**src/rtl/fft_pkg.sv**
```systemverilog
// Shared constants, index types and FSM states for the radix-2 DIT FFT address sequencer.
// The GAP state exists only when STAGE_GAP_EN is defined.
package fft_pkg;

  localparam int N          = 32;
  localparam int R          = 5;
  localparam int GAP_CYCLES = 4;
  localparam int STG_W      = $clog2(R);
  localparam int HALF_OPS   = N / 2;

  typedef logic [STG_W-1:0] stage_t;
  typedef logic [R-2:0]     bfly_t;
  typedef logic [R-1:0]     addr_t;
  typedef logic [R-2:0]     exp_t;

  typedef enum logic [1:0] {
    ST_IDLE,
    ST_RUN
`ifdef STAGE_GAP_EN
    , ST_GAP
`endif
  } state_t;

endpackage

```
**src/rtl/fft_addr_gen_if.sv**
```systemverilog
// Operation bus between the FFT address sequencer (master) and the butterfly datapath (slave).
interface fft_addr_gen_if #(
  parameter int R = fft_pkg::R
);

  localparam int STG_W = $clog2(R);

  logic             i_start;
  logic             i_ready;
  logic             o_valid;
  logic [R-1:0]     o_addr_a;
  logic [R-1:0]     o_addr_b;
  logic [R-2:0]     o_twiddle_exponent;
  logic [STG_W-1:0] o_stage;
  logic             o_last;
  logic             o_busy;
  logic             o_done;

  modport master (
    input  i_start, i_ready,
    output o_valid, o_addr_a, o_addr_b, o_twiddle_exponent,
           o_stage, o_last, o_busy, o_done
  );

  modport slave (
    output i_start, i_ready,
    input  o_valid, o_addr_a, o_addr_b, o_twiddle_exponent,
           o_stage, o_last, o_busy, o_done
  );

endinterface

```
**src/rtl/fft_addr_map.sv**
```systemverilog
// Combinational map from (stage s, butterfly j) to the in-place data addresses and twiddle exponent.
module fft_addr_map #(
  parameter int R = fft_pkg::R
) (
  input  logic [$clog2(R)-1:0] s,
  input  logic [R-2:0]         j,
  output logic [R-1:0]         addr_a,
  output logic [R-1:0]         addr_b,
  output logic [R-2:0]         k
);

  localparam int BW = R - 1;

  logic [BW-1:0] mask;
  logic [BW-1:0] pos;
  logic [BW-1:0] grp;

  // At s = R-1 the mask shift wraps to zero, so the subtraction yields all ones.
  always_comb begin
    mask   = (BW'(1) << s) - BW'(1);
    pos    = j & mask;
    grp    = j >> s;
    addr_a = ({1'b0, grp} << (s + 1'b1)) | {1'b0, pos};
    addr_b = addr_a + (R'(1) << s);
    k      = pos << (BW - int'(s));
  end

endmodule

```
**src/rtl/fft_addr_gen.sv**
```systemverilog
// Radix-2 DIT FFT sequencer: emits R stages of N/2 butterflies (addresses + twiddle exponent).
// Define STAGE_GAP_EN to insert GAP idle cycles between stages for RAM read-after-write latency.
module fft_addr_gen
  import fft_pkg::*;
#(
  parameter int N = fft_pkg::N,
  parameter int R = fft_pkg::R
`ifdef STAGE_GAP_EN
  , parameter int GAP = fft_pkg::GAP_CYCLES
`endif
) (
  input  logic           i_clk,
  input  logic           i_rst,
  fft_addr_gen_if.master bus
);

  localparam int SW = $clog2(R);
  localparam int BW = R - 1;

  localparam logic [SW-1:0] S_LAST = SW'(R - 1);
  localparam logic [BW-1:0] J_LAST = BW'(N / 2 - 1);

  state_t          state, state_nxt;
  logic [SW-1:0]   s, s_nxt;
  logic [BW-1:0]   j, j_nxt;
  logic            valid_q, valid_nxt;
  logic            busy_q, busy_nxt;
  logic            done_q, done_nxt;
  logic            last_q, last_nxt;
  logic [R-1:0]    addr_a_q, addr_a_nxt;
  logic [R-1:0]    addr_b_q, addr_b_nxt;
  logic [BW-1:0]   k_q, k_nxt;
  logic            fire;

`ifdef STAGE_GAP_EN
  localparam int GAP_W = (GAP < 1) ? 1 : $clog2(GAP + 1);
  logic [GAP_W-1:0] gap_cnt, gap_cnt_nxt;
`endif

  assign fire = valid_q & bus.i_ready;

  // NOTE: every variable gets its hold value first so no path leaves it unassigned (no latches).
  always_comb begin
    state_nxt = state;
    s_nxt     = s;
    j_nxt     = j;
    valid_nxt = valid_q;
    busy_nxt  = busy_q;
    done_nxt  = 1'b0;
`ifdef STAGE_GAP_EN
    gap_cnt_nxt = gap_cnt;
`endif

    unique case (state)
      ST_IDLE: begin
        if (bus.i_start) begin
          state_nxt = ST_RUN;
          s_nxt     = '0;
          j_nxt     = '0;
          valid_nxt = 1'b1;
          busy_nxt  = 1'b1;
        end
      end

      ST_RUN: begin
        if (fire) begin
          if (j != J_LAST) begin
            j_nxt = j + 1'b1;
          end else if (s == S_LAST) begin
            state_nxt = ST_IDLE;
            s_nxt     = '0;
            j_nxt     = '0;
            valid_nxt = 1'b0;
            busy_nxt  = 1'b0;
            done_nxt  = 1'b1;
          end else begin
            s_nxt = s + 1'b1;
            j_nxt = '0;
`ifdef STAGE_GAP_EN
            // The next stage's first operation is staged during the gap but held invalid.
            state_nxt   = ST_GAP;
            valid_nxt   = 1'b0;
            gap_cnt_nxt = GAP_W'(GAP - 1);
`endif
          end
        end
      end

`ifdef STAGE_GAP_EN
      ST_GAP: begin
        if (gap_cnt == '0) begin
          state_nxt = ST_RUN;
          valid_nxt = 1'b1;
        end else begin
          gap_cnt_nxt = gap_cnt - 1'b1;
        end
      end
`endif

      default: state_nxt = ST_IDLE;
    endcase

    last_nxt = valid_nxt && (s_nxt == S_LAST) && (j_nxt == J_LAST);
  end

  // Mapping is applied to the next (s, j) so the registered outputs track the counters with no extra latency.
  fft_addr_map #(.R(R)) u_map (
    .s      (s_nxt),
    .j      (j_nxt),
    .addr_a (addr_a_nxt),
    .addr_b (addr_b_nxt),
    .k      (k_nxt)
  );

  // NOTE: i_rst is sampled only on the clock edge, so it stays out of the sensitivity list.
  always_ff @(posedge i_clk) begin
    if (i_rst) begin
      state    <= ST_IDLE;
      s        <= '0;
      j        <= '0;
      valid_q  <= 1'b0;
      busy_q   <= 1'b0;
      done_q   <= 1'b0;
      last_q   <= 1'b0;
      addr_a_q <= '0;
      addr_b_q <= '0;
      k_q      <= '0;
    end else begin
      // NOTE: non-blocking updates keep every register reading the pre-edge values.
      state    <= state_nxt;
      s        <= s_nxt;
      j        <= j_nxt;
      valid_q  <= valid_nxt;
      busy_q   <= busy_nxt;
      done_q   <= done_nxt;
      last_q   <= last_nxt;
      addr_a_q <= addr_a_nxt;
      addr_b_q <= addr_b_nxt;
      k_q      <= k_nxt;
    end
  end

`ifdef STAGE_GAP_EN
  always_ff @(posedge i_clk) begin
    if (i_rst) begin
      gap_cnt <= '0;
    end else begin
      gap_cnt <= gap_cnt_nxt;
    end
  end
`endif

  assign bus.o_valid            = valid_q;
  assign bus.o_addr_a           = addr_a_q;
  assign bus.o_addr_b           = addr_b_q;
  assign bus.o_twiddle_exponent = k_q;
  assign bus.o_stage            = s;
  assign bus.o_last             = last_q;
  assign bus.o_busy             = busy_q;
  assign bus.o_done             = done_q;

endmodule

```
**src/flat_wrapper.sv**
```systemverilog
// flat-port wrapper written by rule: the top's interface ports become plain ports
module fft_addr_gen_flat import fft_pkg::*;
#(
  parameter int N = fft_pkg::N,
  parameter int R = fft_pkg::R

)
  (i_clk, i_rst, bus_i_start, bus_i_ready, bus_o_valid, bus_o_addr_a, bus_o_addr_b, bus_o_twiddle_exponent, bus_o_stage, bus_o_last, bus_o_busy, bus_o_done);
  fft_addr_gen_if #(.R(R)) bus_i ();
  input  logic i_clk;
  input  logic i_rst;
  input wire logic [$bits(bus_i.i_start)-1:0] bus_i_start;
  input wire logic [$bits(bus_i.i_ready)-1:0] bus_i_ready;
  output wire logic [$bits(bus_i.o_valid)-1:0] bus_o_valid;
  output wire logic [$bits(bus_i.o_addr_a)-1:0] bus_o_addr_a;
  output wire logic [$bits(bus_i.o_addr_b)-1:0] bus_o_addr_b;
  output wire logic [$bits(bus_i.o_twiddle_exponent)-1:0] bus_o_twiddle_exponent;
  output wire logic [$bits(bus_i.o_stage)-1:0] bus_o_stage;
  output wire logic [$bits(bus_i.o_last)-1:0] bus_o_last;
  output wire logic [$bits(bus_i.o_busy)-1:0] bus_o_busy;
  output wire logic [$bits(bus_i.o_done)-1:0] bus_o_done;
  assign bus_i.i_start = bus_i_start;
  assign bus_i.i_ready = bus_i_ready;
  assign bus_o_valid = bus_i.o_valid;
  assign bus_o_addr_a = bus_i.o_addr_a;
  assign bus_o_addr_b = bus_i.o_addr_b;
  assign bus_o_twiddle_exponent = bus_i.o_twiddle_exponent;
  assign bus_o_stage = bus_i.o_stage;
  assign bus_o_last = bus_i.o_last;
  assign bus_o_busy = bus_i.o_busy;
  assign bus_o_done = bus_i.o_done;
  fft_addr_gen #(.N(N), .R(R)) u_core (.i_clk(i_clk), .i_rst(i_rst), .bus(bus_i));
endmodule
```
**config.mk**
```make
export PLATFORM = sky130hd
export DESIGN_NAME = fft_addr_gen_flat
export DESIGN_NICKNAME = d
export VERILOG_FILES = /design/src/rtl/fft_pkg.sv /design/src/rtl/fft_addr_gen_if.sv /design/src/rtl/fft_addr_map.sv /design/src/rtl/fft_addr_gen.sv /design/src/flat_wrapper.sv
export SDC_FILE = /design/constraint.sdc
export NUM_CORES = 1
export LEC_CHECK = 0
export ABC_AREA = 1
export CAP_MARGIN = 10
export CELL_PAD_IN_SITES_DETAIL_PLACEMENT = 1
export CELL_PAD_IN_SITES_GLOBAL_PLACEMENT = 1
export CORE_MARGIN = 5
export CORE_UTILIZATION = 38
export DETAILED_ROUTE_END_ITERATION = 12
export GPL_TIMING_DRIVEN = 1
export PLACE_DENSITY = 0.77
export SYNTH_ARGS = -nofsm -noshare
export SYNTH_HDL_FRONTEND = slang
export SYNTH_SLANG_ARGS = --single-unit
```
**constraint.sdc**
```tcl
create_clock -name i_clk -period 4.4 [get_ports i_clk]
set_clock_uncertainty 0.2 [all_clocks]
set_input_delay 0.66 -clock i_clk [delete_from_list [all_inputs] [get_ports i_clk]]
set_output_delay 0.66 -clock i_clk [all_outputs]
set_load 0.005 [all_outputs]
```
=== Yosys cells after proc, flatten, opt, wreduce, memory -nomap -nowiden ===
Index checks and enable logic that the tools add are counted.

* Flip-flop bits (word level): 27
* Output and inout bits: 21

* Add/subtract/negate cells: 6
* Equality and inequality tests: 9
* Shift-type cells: 5
* Mux-type cells: 25
* Bitwise logic cells: 5
* Reductions and logical operators: 7

{| class="wikitable"
|+ Operators by type and width
! cell !! number
|-
| left shift 4 x 32 -> 4 bit || 1
|-
| 2-to-1 mux 3 bit || 4
|-
| 2-to-1 mux 4 bit || 3
|-
| 2-to-1 mux 1 bit || 9
|-
| 2-to-1 mux 2 bit || 4
|-
| one-hot mux 4 bit (2 select lines) || 1
|-
| adder 3 x 1 -> 3 bit (second input constant) || 2
|-
| equality test 3 bit (second input constant) || 2
|-
| one-hot mux 3 bit (2 select lines) || 1
|-
| adder 5 bit || 1
|-
| OR 5 x 4 -> 5 bit || 1
|-
| AND reduction 5 bit || 1
|-
| left shift 1 x 3 -> 5 bit (first input constant) || 1
|-
| left shift 4 x 3 -> 5 bit || 1
|-
| adder 4 x 1 -> 4 bit (second input constant) || 1
|-
| bitwise AND 4 bit || 1
|-
| equality test 4 bit (second input constant) || 1
|-
| inequality test 2 x 1 -> 1 bit (second input constant) || 2
|-
| inequality test 2 bit (second input constant) || 2
|-
| inequality test 4 bit (second input constant) || 1
|-
| one-hot mux 1 bit (2 select lines) || 2
|-
| one-hot mux 2 bit (2 select lines) || 1
|-
| AND reduction 4 bit || 1
|-
| OR reduction 4 bit || 1
|-
| other kinds (10) || 12
|}

=== Depth between registers and ports, before layout ===
Gate-level depths: netlist of the first run.

* Depth in word-level cells: 10
* Depth in mapped cells: 24

=== Cells and area by module ===
A second synthesis of the first run with hierarchy kept.

* Cell total of the unflattened synthesis: 254
* Area total of the unflattened synthesis: 1714.1 um^2

{| class="wikitable"
|+ Modules (own cells, without submodules)
! module !! times used !! cells each !! area an instance (um^2)
|-
| fft_addr_gen || 1 || 141 || 1047.3
|-
| fft_addr_map || 1 || 113 || 666.9
|}

=== Worst setup path after synthesis of the first run ===
OpenSTA, ideal clock, no wires.

* Path type: input to register
* Start point: input port bus_i_ready
* End point: register u_core.addr_b_q[4] (netlist: u_core.bus.o_addr_b[4])
* Arrival time: 3.249 ns
* Required time: 4.087 ns
* Path slack: 0.838 ns
* Stages: 20
* Cell sequence: nand2_2 > nor2_8 > nand4_1 > nand2_2 > inv_2 > ha_1 > ha_1 > inv_1 > ha_1 > nor2_1 > inv_1 > nand2_2 > inv_2 > fa_1 > o21bai_1 > a21oi_1 > xor2_1 > nand2_1 > nand2_1 > nor2_1

* Cells in the longest elaborated chain, start to end: 8

{| class="wikitable"
|+ Ends and longest elaborated chain
! item !! RTL line !! source
|-
| start, declared || flat_wrapper.sv:13 || <nowiki>input wire logic [$bits(bus_i.i_ready)-1:0] bus_i_ready;</nowiki>
|-
| bitwise AND 1 bit * || fft_addr_gen.sv:40 || <nowiki>assign fire = valid_q & bus.i_ready;</nowiki>
|-
| 2-to-1 mux 3 bit || fft_addr_gen.sv:66 || <nowiki>if (fire) begin</nowiki>
|-
| one-hot mux 3 bit (2 select lines) || fft_addr_gen.sv:54 || <nowiki>unique case (state)</nowiki>
|-
| left shift 1 x 3 -> 4 bit || fft_addr_map.sv:20 || <nowiki>mask = (BW'(1) << s) - BW'(1);</nowiki>
|-
| subtractor 4 x 2 -> 4 bit || fft_addr_map.sv:20 ||
|-
| bitwise AND 4 bit || fft_addr_map.sv:21 || <nowiki>pos = j & mask;</nowiki>
|-
| OR 5 x 4 -> 5 bit * || fft_addr_map.sv:23 || <nowiki>addr_a = ({1'b0, grp} << (s + 1'b1)) | {1'b0, pos};</nowiki>
|-
| named net u_core.addr_a_nxt[1] || fft_addr_gen.sv:30 || <nowiki>logic [R-1:0] addr_a_q, addr_a_nxt;</nowiki>
|-
| adder 5 bit * || fft_addr_map.sv:24 || <nowiki>addr_b = addr_a + (R'(1) << s);</nowiki>
|-
| end signal, assigned || fft_addr_gen.sv:138 || <nowiki>addr_b_q <= addr_b_nxt;</nowiki>
|-
| end, declared || fft_addr_gen.sv:31 || <nowiki>logic [R-1:0] addr_b_q, addr_b_nxt;</nowiki>
|}

Mark *: on every way through the listed nets, which the timed path passes. The rest lies on a longest branch.
A chain may end at the register's enable or synchronous reset.

=== Worst setup path after layout of the first run ===
Ends and elaborated chain as after synthesis.

==> impl_metrics.env, run 1 <==
export IMPL_hold_violations=0
export IMPL_syn_to_final_growth_pct=24.3
export IMPL_ys_top_cells_by_count="nand2_1 (50), inv_1 (30), nor2_1 (30)"
export IMPL_die_h_um=75.8
export IMPL_max_slew_worst_pin_slew_ps=363
export IMPL_cp_top_family="simple AND/OR/NAND/NOR gates"
export IMPL_power_static_leakage_nw=0.943
export IMPL_drtIter0Drc=80
export IMPL_cts_inserted_buffers=3
export IMPL_synth_seq_cells=25
export IMPL_power_density_nw_per_um2=204
export IMPL_drive_above_1_share_pct=15.6
export IMPL_cts_buffer_depth=2
export IMPL_yosysMostFrequentCell="nand2_1"
export IMPL_overflow=0
export IMPL_finalCritPeriodShare_pct=94.9
export IMPL_cpMostUsedCell="ha_1"
export IMPL_antenna_left=0
export IMPL_period_minus_slack_ps=4170
export IMPL_combPwrFrac_pct=10.1
export IMPL_switching_share_pct=25.4
export IMPL_portBuffers=24
export IMPL_syn_area_um2=1640
export IMPL_clockRootBuffer="clkbuf_8"
export IMPL_clock_latency_ps=270
export IMPL_dr_pass1_iters=4
export IMPL_syn_num_nets=251
export IMPL_cap_violations=0
export IMPL_slew_headroom_pct=75.6
export IMPL_ys_async_sr_fraction_pct=0
export IMPL_cts_sinks=25
export IMPL_avgRoutedWirePerCell_um=14.6
export IMPL_die_w_um=75.8
export IMPL_num_io_pins=25
export IMPL_synth_edf_count=0
export IMPL_drcViolationCount=0
export IMPL_max_vdd_ir_drop_v=0.0000782
export IMPL_finalNetCount=284
export IMPL_synth_cell_type_count=35
export IMPL_ff2ff_setup_slack_ps=460
export IMPL_coreArea_um2=4260
export IMPL_num_rows=24
export IMPL_critPathArrivalTime_ps=4150
export IMPL_synth_cells=231
export IMPL_r2r_start="u_core.j[1]$_SDFF_PP0_"
export IMPL_hp_start="u_core.bus.o_stage[2]$_SDFF_PP0_"
export IMPL_num_vias=1596
export IMPL_holdPathEnd="u_core.bus.o_done$_SDFF_PP0_"
export IMPL_synthFlopType="dfxtp_1"
export IMPL_critPathBufInv=5
export IMPL_syn_avg_cell_area_um2=7.11
export IMPL_finalSetupViolCount=0
export IMPL_hold_path_depth=2
export IMPL_cts_tree="done"
export IMPL_clkTransAtPathRegs_ps=90
export IMPL_cp_start_kind="input pin"
export IMPL_yosysWarnings=0
export IMPL_power_total_mw=0.416
export IMPL_cp_slowest_stage_delay_ps=520
export IMPL_p_int_mw=0.310
export IMPL_status="finished, final reports clean"
export IMPL_grt_usage_pct=17.3
export IMPL_grt_max_degree=17
export IMPL_synth_top_area_share_pct=30.5
export IMPL_h_tree_depth=1
export IMPL_drv_slew=0
export IMPL_yosysSeqAreaShare_pct=30.5
export IMPL_cp_data_required_time_ps=4370
export IMPL_nFillCells=566
export IMPL_initial_core_util_pct=38.5
export IMPL_dieArea_um2=5740
export IMPL_antenna_found_initial=0
export IMPL_crit_fanout=8
export IMPL_grt_pass1_vias=1652
export IMPL_worst_r2r_cell_count=21
export IMPL_power_frac_seq_pct=56.2
export IMPL_hold_path_class="reg -> reg"
export IMPL_diodes=0
export IMPL_reg2reg_to="u_core.bus.o_addr_b[4]$_SDFF_PP0_"
export IMPL_synth_area_leader_cell="dfxtp_1"
export IMPL_finalWirelength_um=4590
export IMPL_criticalPathCategory="in -> reg"
export IMPL_setup_tns_ps=0
export IMPL_yosys_top_cells_area="dfxtp_1 (30%), ha_1 (11%), nand2_1 (11%)"
export IMPL_clkPwrFrac_pct=33.7
export IMPL_worst_setup_path_end_kind="flop"
export IMPL_gp_congestion=0.843
export IMPL_crit_slowest_cell="clkdlybuf4s50_1"
export IMPL_drt_vias_per_instance=5.07
export IMPL_grt_pass1_wl_um=7620
export IMPL_power_switching_mw=0.106
export IMPL_fmax_ghz=0.240
export IMPL_dp_hpwl_um=3770
export IMPL_crit_chain="clkdlybuf4s50_1 > nand2_2 > nor2_8 > nand4_1 > nand2_4 > inv_2 > ha_1 > ha_1 > inv_1 > ha_1 > nor2_1 > inv_1 > nand2_2 > inv_2 > fa_1 > o21bai_1 > a21oi_1 > xor2_1 > nand2_1 > nand2_1 > nor2_1"
## power by group through the flow
stage          Combinational, mW  Clock, mW  Sequential (mW)
2_1_floorplan             0.0230          0            0.239
3_3_place_gp              0.0407          0            0.239
3_5_place_dp              0.0418          0            0.239
4_1_cts                   0.0419      0.143            0.234
5_1_grt                   0.0459      0.153            0.235
6_report                  0.0419      0.140            0.234
## flip-flops by register name, indices dropped and copies added, names as in the netlist
register and flops:
u_core.bus.o_addr_b 5, u_core.bus.o_last 1, u_core.bus.o_valid 1, u_core.bus.o_addr_a 5, u_core.bus.o_twiddle_exponent 4, u_core.bus.o_done 1
u_core.bus.o_busy 1, u_core.bus.o_stage 3, u_core.j 4
## through the flow
| step | hold WS [ps] | instances | instance area, µm² | setup WS [ps] | util [%] |
|---|---|---|---|---|---|
| 6_report | 368 | 315 | 2040 | 226 | 47.9 |
| 5_1_grt | 420 | 315 | 2040 | -36.5 | 47.9 |
| 4_1_cts | 370 | 313 | 2020 | 264 | 47.4 |
| 3_5_place_dp | 356 | 309 | 1980 | -2.08 | 46.3 |
| 3_3_place_gp | 340 | 309 | 1980 | 188 | 46.3 |
| 2_1_floorplan | 308 | 231 | 1640 | 838 | - |
## placed cells by master (no fill, tap or decap), types with 2 or more instances in the layout
master,n
nand2_1,50
nand3_2,2
inv_1,30
nor3_1,2
nand3_1,17
clkbuf_8,3
dfxtp_1,25
nand4_1,3
nor2_1,30
nand3b_1,2
nand2_2,5
o21ai_0,7
nand2_4,3
nor2_2,5
clkdlybuf4s50_1,24
o21ai_2,2
nor4_1,2
inv_2,5
a21oi_1,6
buf_4,8
o21bai_1,2
ha_1,15
## worst min-delay path, cell delays in order (launching register included)
cell     delay, ps
dfxtp_1        330
nand2_1        130
nor3_1          70
## cell families (layout without fill, tap and decap cells)
group / Yosys count / in the layout / synth area share (%)
xor+xnor: 1 / 1 / 0.533
fa+ha+maj: 16 / 16 / 12.6
flops: 25 / 25 / 30.5
buf+inv: 40 / 72 / 9.44
simple gates: 125 / 125 / 37.0
compound gates: 24 / 24 / 9.90
## metal layers
metal / vias to the layer above / part of all wire (%) / wire length (µm) / global-route usage [%]
met2: 23 / 50 / 2280 / 29.7
li1: 800 / - / - / -
met1: 765 / 46 / 2130 / 22.8
met3: 8 / 2.4 / 111 / 1.85
met5: - / 0 / 0 / 0
met4: 0 / 1.4 / 64 / 5.24
## cell type report
cell class              count  area (µm²)  area share (%)
flip-flops and latches     25         500            24.5
well taps                  52        65.1            3.19
inverters                  36         138            6.74
clock buffers               3        41.3            2.02
multi-input cells         166         992            48.6
clock inverters             1        5.00           0.245
repair buffers             32         300            14.7
## how the worst max path moves through the flow
| stage | startpoint | endpoint | slack, ps | cells after the start |
|---|---|---|---|---|
| after global routing | bus_i_ready | u_core.bus.o_addr_b[4]$_SDFF_PP0_ | -40 | 21 |
| after global placement | bus_i_ready | u_core.bus.o_addr_b[4]$_SDFF_PP0_ | 190 | 21 |
| after CTS | bus_i_ready | u_core.bus.o_addr_b[4]$_SDFF_PP0_ | 260 | 21 |
| final | bus_i_ready | u_core.bus.o_addr_b[4]$_SDFF_PP0_ | 230 | 21 |
| after floorplan | bus_i_ready | u_core.bus.o_addr_b[4]$_SDFF_PP0_ | 840 | 20 |
| after detailed placement | bus_i_ready | u_core.bus.o_addr_b[4]$_SDFF_PP0_ | -2 | 21 |
## repair_timing
action | in CTS | in global routing
hold buffers | 0 | 0
buffers inserted | 0 | 2
setup endpoints to repair | 0 | 1
resized for setup | 0 | 1
No activity file was read; power rests on OpenSTA's default activity.
==> inputs of run 2 (changes only) <==
- CORE_ASPECT_RATIO: not set -> 0.9
==> run 2 against run 1 <==
  * Clock-buffer cell count unchanged
  * Critical endpoint unchanged
  * Maximum frequency rose by 2.5%
  * Core utilization increased by 0.96 points
  * Register-to-register slack better by 90 ps
  * Die area about the same
  * Highest routed layer unchanged
  * Largest power group unchanged
==> impl_metrics.env, run 2 (synthesis results as in run 1) <==
export IMPL_cts_inserted_buffers=3
export IMPL_r2r_start="u_core.j[0]$_SDFF_PP0_"
export IMPL_grt_pass1_vias=1559
export IMPL_slew_headroom_pct=77.1
export IMPL_cp_data_required_time_ps=4370
export IMPL_avgRoutedWirePerCell_um=14.0
export IMPL_die_w_um=79.3
export IMPL_num_io_pins=25
export IMPL_drive_above_1_share_pct=14.9
export IMPL_fmax_ghz=0.246
export IMPL_hold_path_depth=2
export IMPL_post_cts_buffers=0
export IMPL_initial_core_util_pct=39.8
export IMPL_dp_hpwl_um=3620
export IMPL_layout_cells_most_common="nand2_1"
export IMPL_max_vdd_ir_drop_v=0.000115
export IMPL_num_rows=22
export IMPL_grt_pass1_wl_um=7310
export IMPL_dieArea_um2=5740
export IMPL_clockRootBuffer="clkbuf_8"
export IMPL_gp_congestion=0.893
export IMPL_finalCritPeriodShare_pct=92.6
export IMPL_clock_latency_ps=270
export IMPL_fin_util_pct=48.8
export IMPL_rsz0062_at_grt="no"
export IMPL_hold_path_class="reg -> reg"
export IMPL_cts_tree="done"
export IMPL_grt_usage_pct=16.1
export IMPL_worst_r2r_cell_count=21
export IMPL_crit_chain="clkdlybuf4s50_1 > nand2_2 > nor2_8 > nand4_1 > nand2_2 > inv_2 > ha_1 > ha_1 > inv_1 > ha_1 > nor2_1 > inv_1 > nand2_2 > inv_2 > fa_1 > o21bai_1 > a21oi_1 > xor2_1 > nand2_1 > nand2_1 > nor2_1"
export IMPL_cts_buffer_depth=2
export IMPL_critPathArrivalTime_ps=4050
export IMPL_cts_sinks=25
export IMPL_h_tree_depth=1
export IMPL_worst_setup_path_end_kind="flop"
export IMPL_portBuffers=24
export IMPL_finalWirelength_um=4340
export IMPL_cp_num_cells=21
export IMPL_drtIter0Drc=38
export IMPL_max_slew_worst_pin_slew_ps=343
export IMPL_setup_tns_ps=0
export IMPL_cp_top_family="adder cells"
export IMPL_final_area_um2=2020
export IMPL_seqCellArea_um2=500
export IMPL_die_h_um=72.4
export IMPL_status="finished, final reports clean"
export IMPL_coreArea_um2=4130
export IMPL_place_area_um2=1970
export IMPL_finalSetupViolCount=0
export IMPL_clkTransAtPathRegs_ps=90
export IMPL_hold_violations=0
export IMPL_drv_slew=0
export IMPL_drt_vias_per_instance=4.97
export IMPL_crit_fanout=7
export IMPL_ctsHoldBuffers=0
export IMPL_cap_violations=0
export IMPL_dr_pass1_iters=4
export IMPL_layout_cells_most_common_list="nand2_1 (50), inv_1 (30), nor2_1 (30)"
export IMPL_critPathBufInv=5
export IMPL_cp_start_kind="input pin"
export IMPL_fin_ws_ps=328
export IMPL_syn_to_final_growth_pct=22.8
export IMPL_hp_start="u_core.bus.o_stage[2]$_SDFF_PP0_"
export IMPL_crit_slowest_cell="clkdlybuf4s50_1"
export IMPL_finalNetCount=282
export IMPL_multi_input_area_um2=987
export IMPL_antenna_left=0
export IMPL_criticalPathCategory="in -> reg"
export IMPL_nFillCells=543
export IMPL_startpoint="bus_i_ready"
export IMPL_power_density_nw_per_um2=206
export IMPL_cts_resized=0
export IMPL_diodes=0
export IMPL_overflow=0
export IMPL_drcViolationCount=0
export IMPL_place_ws_ps=69.3
export IMPL_num_vias=1536
export IMPL_cp_slowest_stage_delay_ps=510
export IMPL_period_minus_slack_ps=4070
export IMPL_grt_max_degree=17
export IMPL_antenna_found_initial=0
export IMPL_power_static_leakage_nw=0.935
## run 2: cell count changes in the layout (fill, tap and decap cells not counted)
cell,previous run,this run
nand2_4,3,2
buf_4,8,6
nand2_2,5,6
## run 2: final cells by class
cell class | instances | share of cell area [%]
clock buffers | 3 | 2.05
clock inverters | 1 | 0.248
inverters | 36 | 6.82
multi-input cells | 166 | 48.9
flip-flops and latches | 25 | 24.8
well taps | 48 | 2.98
repair buffers | 30 | 14.1
## run 2: path summary, 6_finish.rpt
kind	endpoint	slack, ps
worst max-delay path	u_core.bus.o_addr_b[4]$_SDFF_PP0_	330
worst max register to register	u_core.bus.o_addr_b[4]$_SDFF_PP0_	550
worst min-delay path	u_core.bus.o_done$_SDFF_PP0_	360
worst min register to register	u_core.bus.o_done$_SDFF_PP0_	360
## run 2: stage by stage
step                      power (mW)  hold WS (ps)  std cells
final                          0.415           362        309
after CTS                      0.423           370        309
after detailed placement       0.280           355        305
after floorplan                0.262           308        231
after global routing           0.437           393        309
after global placement         0.280           348        305
## run 2: worst reg2reg max path: stages (launching register included)
cell and delay, ps:
dfxtp_1 400, ha_1 280, nand2_1 120, nor2_4 200, nand4_1 180, nand2_2 190, inv_2 50, ha_1 220
ha_1 220, inv_1 80, ha_1 220, nor2_1 150, inv_1 70, nand2_2 80, inv_2 50, fa_1 430
o21bai_1 160, a21oi_1 90, xor2_1 180, nand2_1 80, nand2_1 60, nor2_1 40
## run 2: layer usage
metal	vias up	global-route usage (%)	part of all wire, %
met4	0	2.29	0.51
met2	17	26.6	45
met1	721	22.2	52
met5	-	0	0
met3	2	3.47	3.0
li1	796	-	-
## run 2: report_power, final
part	leakage (nW)	internal (mW)	total [mW]	switching, mW
Sequential	0.203	0.230	0.234	0.00347
Combinational	0.706	0.0166	0.0401	0.0236
Clock	0.0255	0.0634	0.141	0.0773
==> edit 1 (settings of run 2) <==
`R`: 5 -> 6.
--- a/src/rtl/fft_pkg.sv
+++ b/src/rtl/fft_pkg.sv
@@ -3,7 +3,7 @@
 package fft_pkg;
 
   localparam int N          = 32;
-  localparam int R          = 5;
+  localparam int R          = 6;
   localparam int GAP_CYCLES = 4;
   localparam int STG_W      = $clog2(R);
   localparam int HALF_OPS   = N / 2;
Ports: changed (resized bus_o_addr_a, bus_o_addr_b and bus_o_twiddle_exponent); port bits go from 25 to 28. The function was not compared with the original's and may differ.
==> edit 1 against run 2 <==
  * Wire length increased by 37%
  * Area after synthesis increased by 26%
  * Cell count increased by 29%
  * Cell area increased by 23%
  * Total power increased by 50%
  * Sequential cell count increased by 4
  * Sequential power increased by 19%
  * Setup slack improved by 0.12 ns
==> edit 1: results <==
metrics = {
    "run_status": {
        "status": "completed",
    },
    "clocking": {
        "root_buffer": "clkbuf_8",
        "cts_setup_buffers": 0,
        "cts_made_buffers": 5,
        "ctsHtreeMaxLevel": 2,
        "clockBufferDepth": 2,
        "clock_latency_ns": 0.29,
        "path_clk_slew_ns": 0.07,
    },
    "global_route": {
        "antenna_found_initial": 0,
        "grt_max_degree": 21,
        "grt_pass1_wl_microns": 10200,
        "grt_pass1_vias": 2080,
        "track_usage_pct": 18.9,
    },
    "cells_and_area": {
        "finish.net_count": 346,
        "drive_gt1_share_pct": 18.6,
        "fin_cells": 400,
        "antenna_cells": 0,
    },
    "logic_synthesis": {
        "synth_nets": 313,
        "ys.flop_type": "dfxtp_1",
        "synthTopCellsByArea": "dfxtp_1, nand2_1, inv_1",
        "synthArstFlopShare_pct": 0,
        "synthCells": 299,
        "synth_commonest_cells": "nand2_1, inv_1, nor2_1, dfxtp_1, nand3_1",
        "synth_cell_types": 40,
        "yosysWarningCount": 0,
        "ys_seq_area_share_pct": 28.1,
    },
    "setup_path": {
        "rr_startpoint": "u_core.j[1]",
        "worstPathMaxFanout": 16,
        "r2r_slack_ns": 0.66,
        "cp_data_arrival_time_ns": 3.94,
        "timing.rr.end": "u_core.bus.o_addr_b[4]",
        "r2r_cells": 21,
    },
    "worst_hold_path": {
        "hp-class": "reg -> reg",
        "hold_path_depth": 2,
        "hp-start": "u_core.j[3]",
        "whs_endpoint": "u_core.j[3]",
    },
    "placement": {
        "hpwl_microns": 4700,
        "port_buffers": 27,
        "place_area_sq_mm": 0.00241,
        "placedCellCount": 392,
        "gp_congestion": 0.930,
    },
    "power": {
        "p_leak_uw": 0.00120,
        "vdd_drop_max_v": 0.000121,
    },
    "sta": {
        "worstMarginPinSlew_ns": 0.436,
    },
    "route": {
        "wl_per_cell_microns": 14.8,
        "drt-pass1-iter-count": 4,
        "vias": 1995,
        "drt-initial-drc-count": 63,
    },
}
## edit 1: layer usage
| layer | GRT usage (%) | vias up | wire, microns |
|---|---|---|---|
| met3 | 4.64 | 4 | 248 |
| met5 | 0 | - | 0 |
| met4 | 4.14 | 0 | 50 |
| li1 | - | 1011 | - |
| met1 | 24.3 | 951 | 2870 |
| met2 | 31.9 | 29 | 2760 |
## edit 1: worst max path at each step
stage / from / cells after the start / endpoint / slack, ns
after global routing: bus_i_ready / 21 / u_core.bus.o_addr_b[4] / 0.20
after detailed placement: bus_i_ready / 21 / u_core.bus.o_addr_b[4] / 0.21
after floorplan: bus_i_ready / 19 / u_core.bus.o_addr_b[4] / 0.97
after global placement: bus_i_ready / 21 / u_core.bus.o_addr_b[4] / 0.25
final: bus_i_ready / 21 / u_core.bus.o_addr_b[4] / 0.45
after CTS: bus_i_ready / 21 / u_core.bus.o_addr_b[4] / 0.45
## edit 1: layout make-up
cell class	count	area [sq um]
fill	694	2770
multi-input combinational	219	1260
sequential	29	581
timing repair buffer	33	315
inverter	44	165
tap	67	83.8
clock buffer	6	72.6
clock inverter	2	10.0
## edit 1: metrics by stage
| stage | worst slack, ns | util, % | hold slack [ns] |
|---|---|---|---|
| finish | 0.446 | 47.4 | 0.446 |
| global placement | 0.255 | 45.8 | 0.405 |
| CTS | 0.451 | 47.4 | 0.444 |
| detailed placement | 0.209 | 45.8 | 0.439 |
| global route | 0.199 | 47.4 | 0.485 |
| floorplan | 0.974 | - | 0.368 |
## edit 1: cells by family after synthesis
family / share of synthesized area, %
DFF: 28.1
xor gates and xnor gates: 0.789
buffers and inverters: 10.7
AOI/OAI and AO/OA: 11.2
adders and majority gates: 6.43
and+or+nand+nor: 42.8
## edit 1: where the power goes
group          switching, uW  internal [uW]  total, uW
sequential              5.44            273        278
clock                    107            109        216
combinational           74.3           52.3        127
total                    187            435        621
## edit 1: worst max-delay path, cell delays in order
cell	delay, ns
clkdlybuf4s50_1	0.50
nand2_2	0.13
nor2_8	0.16
nand3_1	0.14
nand2_4	0.21
inv_2	0.17
nand2_1	0.10
nand2_1	0.06
nand2_1	0.10
nand3_1	0.11
nand2_1	0.07
o21ai_1	0.10
or2_1	0.24
or2_1	0.22
nand2_2	0.08
inv_2	0.05
fa_1	0.38
inv_1	0.11
nand4_1	0.13
a21oi_1	0.17
nor2_1	0.06
==> edit 2 (flow settings as in run 2) <==
Made on the original files. `k_q` no longer has a reset.
--- a/src/rtl/fft_addr_gen.sv
+++ b/src/rtl/fft_addr_gen.sv
@@ -124,7 +124,6 @@
       last_q   <= 1'b0;
       addr_a_q <= '0;
       addr_b_q <= '0;
-      k_q      <= '0;
     end else begin
       // NOTE: non-blocking updates keep every register reading the pre-edge values.
       state    <= state_nxt;
@@ -136,8 +135,11 @@
       last_q   <= last_nxt;
       addr_a_q <= addr_a_nxt;
       addr_b_q <= addr_b_nxt;
-      k_q      <= k_nxt;
     end
+  end
+
+  always_ff @(posedge i_clk) begin
+    k_q <= k_nxt;
   end
 
 `ifdef STAGE_GAP_EN
Check against the original RTL: no difference found for any inputs over 10 cycles, from zero or initial values and one cycle with i_rst high; that may be too few to reach the edited logic, so the function may still have changed.
==> edit 2 against run 2 <==
  * Hold slack worse by 0.0059 ns
  * Utilization decreased by 0.55 points
  * Wire length fell by 0.60%
  * Total power fell by 0.38%
  * Die area fell by 0.53%
  * Count of clock-buffer cells in the layout stayed put
  * First-iteration DRC count is 37% higher
  * Synthesized cell count grew 0.87%
  * Setup slack lost 0.040 ns
  * Area after synthesis is 0.61% lower
  * Cell area is 1.1% lower
  * Sequential cell count stayed put
==> edit 2: results <==
metrics = {
    "setup_path": {
        "rr_startpoint": "u_core.j[1]",
        "r2r_cells": 20,
        "worstPathMaxFanout": 8,
    },
    "placement": {
        "place_area_sq_mm": 0.00195,
        "placedCellCount": 307,
        "gp_congestion": 0.880,
        "hpwl_microns": 3570,
    },
    "sta": {
        "worstMarginPinSlew_ns": 0.624,
        "worst_slack_ns": 0.288,
    },
    "logic_synthesis": {
        "synth_commonest_cells": "nand2_1, nor2_1, inv_1, dfxtp_1, nand3_1",
        "synth_cell_types": 32,
        "synthTopCellsByArea": "dfxtp_1, nand2_1, ha_1",
        "ys_seq_area_share_pct": 30.7,
        "synth_nets": 253,
    },
    "cells_and_area": {
        "fillCellCount": 552,
        "finish.net_count": 284,
        "drive_gt1_share_pct": 11.0,
    },
    "power": {
        "p_leak_uw": 0.000977,
        "vdd_drop_max_v": 0.000112,
        "clockPowerShare_pct": 33.3,
    },
    "route": {
        "finalWirelength_microns": 4310,
        "route.met3.wl_microns": 222,
        "met1Wirelength_microns": 2130,
        "drt-initial-drc-count": 52,
    },
    "global_route": {
        "grt_max_degree": 16,
        "use_met2_pct": 26.5,
        "gr-usage-met1_pct": 23.8,
        "use_met3_pct": 2.98,
        "track_usage_pct": 16.8,
        "grt_pass1_wl_microns": 7560,
    },
    "clocking": {
        "clock_latency_ns": 0.27,
    },
    "run_status": {
        "status": "completed",
    },
}
-- edit 2: cell types whose count changed in the layout (fill, tap and decap cells not counted), sizes merged, moves of 2 or more --
cell,change
nor2,-3
nand3,+5
a31oi,+2
inv,-4
nand2,+9
o21ai,-3
-- edit 2: worst min path at each step --
stage	from	endpoint	slack, ns	cells past startpoint
2_1_floorplan	u_core.bus.o_stage[2]	u_core.bus.o_done	0.30	2
3_3_place_gp	u_core.j[0]	u_core.j[0]	0.34	2
3_5_place_dp	u_core.bus.o_stage[2]	u_core.bus.o_done	0.35	2
4_1_cts	u_core.bus.o_stage[2]	u_core.bus.o_done	0.36	2
5_1_grt	u_core.bus.o_stage[2]	u_core.bus.o_done	0.41	2
6_report	u_core.bus.o_stage[2]	u_core.bus.o_done	0.36	2
-- edit 2: cell type report --
cell class              instances  area share, %
clock buffers                   3           2.07
clock inverters                 1          0.251
inverters                      32           6.02
multi-input cells             173           49.6
flip-flops and latches         25           25.1
well taps                      48           3.01
repair buffers                 29           13.9
-- edit 2: worst max-delay path, stage by stage --
cell	delay, ns
clkdlybuf4s50_1	0.54
nand2_2	0.15
nor2_8	0.19
nand3b_1	0.14
nand3_4	0.16
inv_2	0.08
ha_1	0.36
inv_1	0.13
nand4_1	0.14
or2_1	0.17
nand2_1	0.07
ha_1	0.21
fa_1	0.41
nand2_1	0.10
nand2_1	0.06
a21oi_1	0.14
xor2_1	0.21
nand2_1	0.08
nand2_1	0.06
nor2_1	0.04
-- edit 2: logic make-up (layout without fill, tap and decap cells) --
family,after synthesis,after routing,share of synthesized area (%)
compound gates,20,20,7.05
buf+inv,35,65,8.74
flops,25,25,30.7
simple gates,136,136,40.3
fa+ha+maj,16,16,12.7
xor+xnor,1,1,0.536
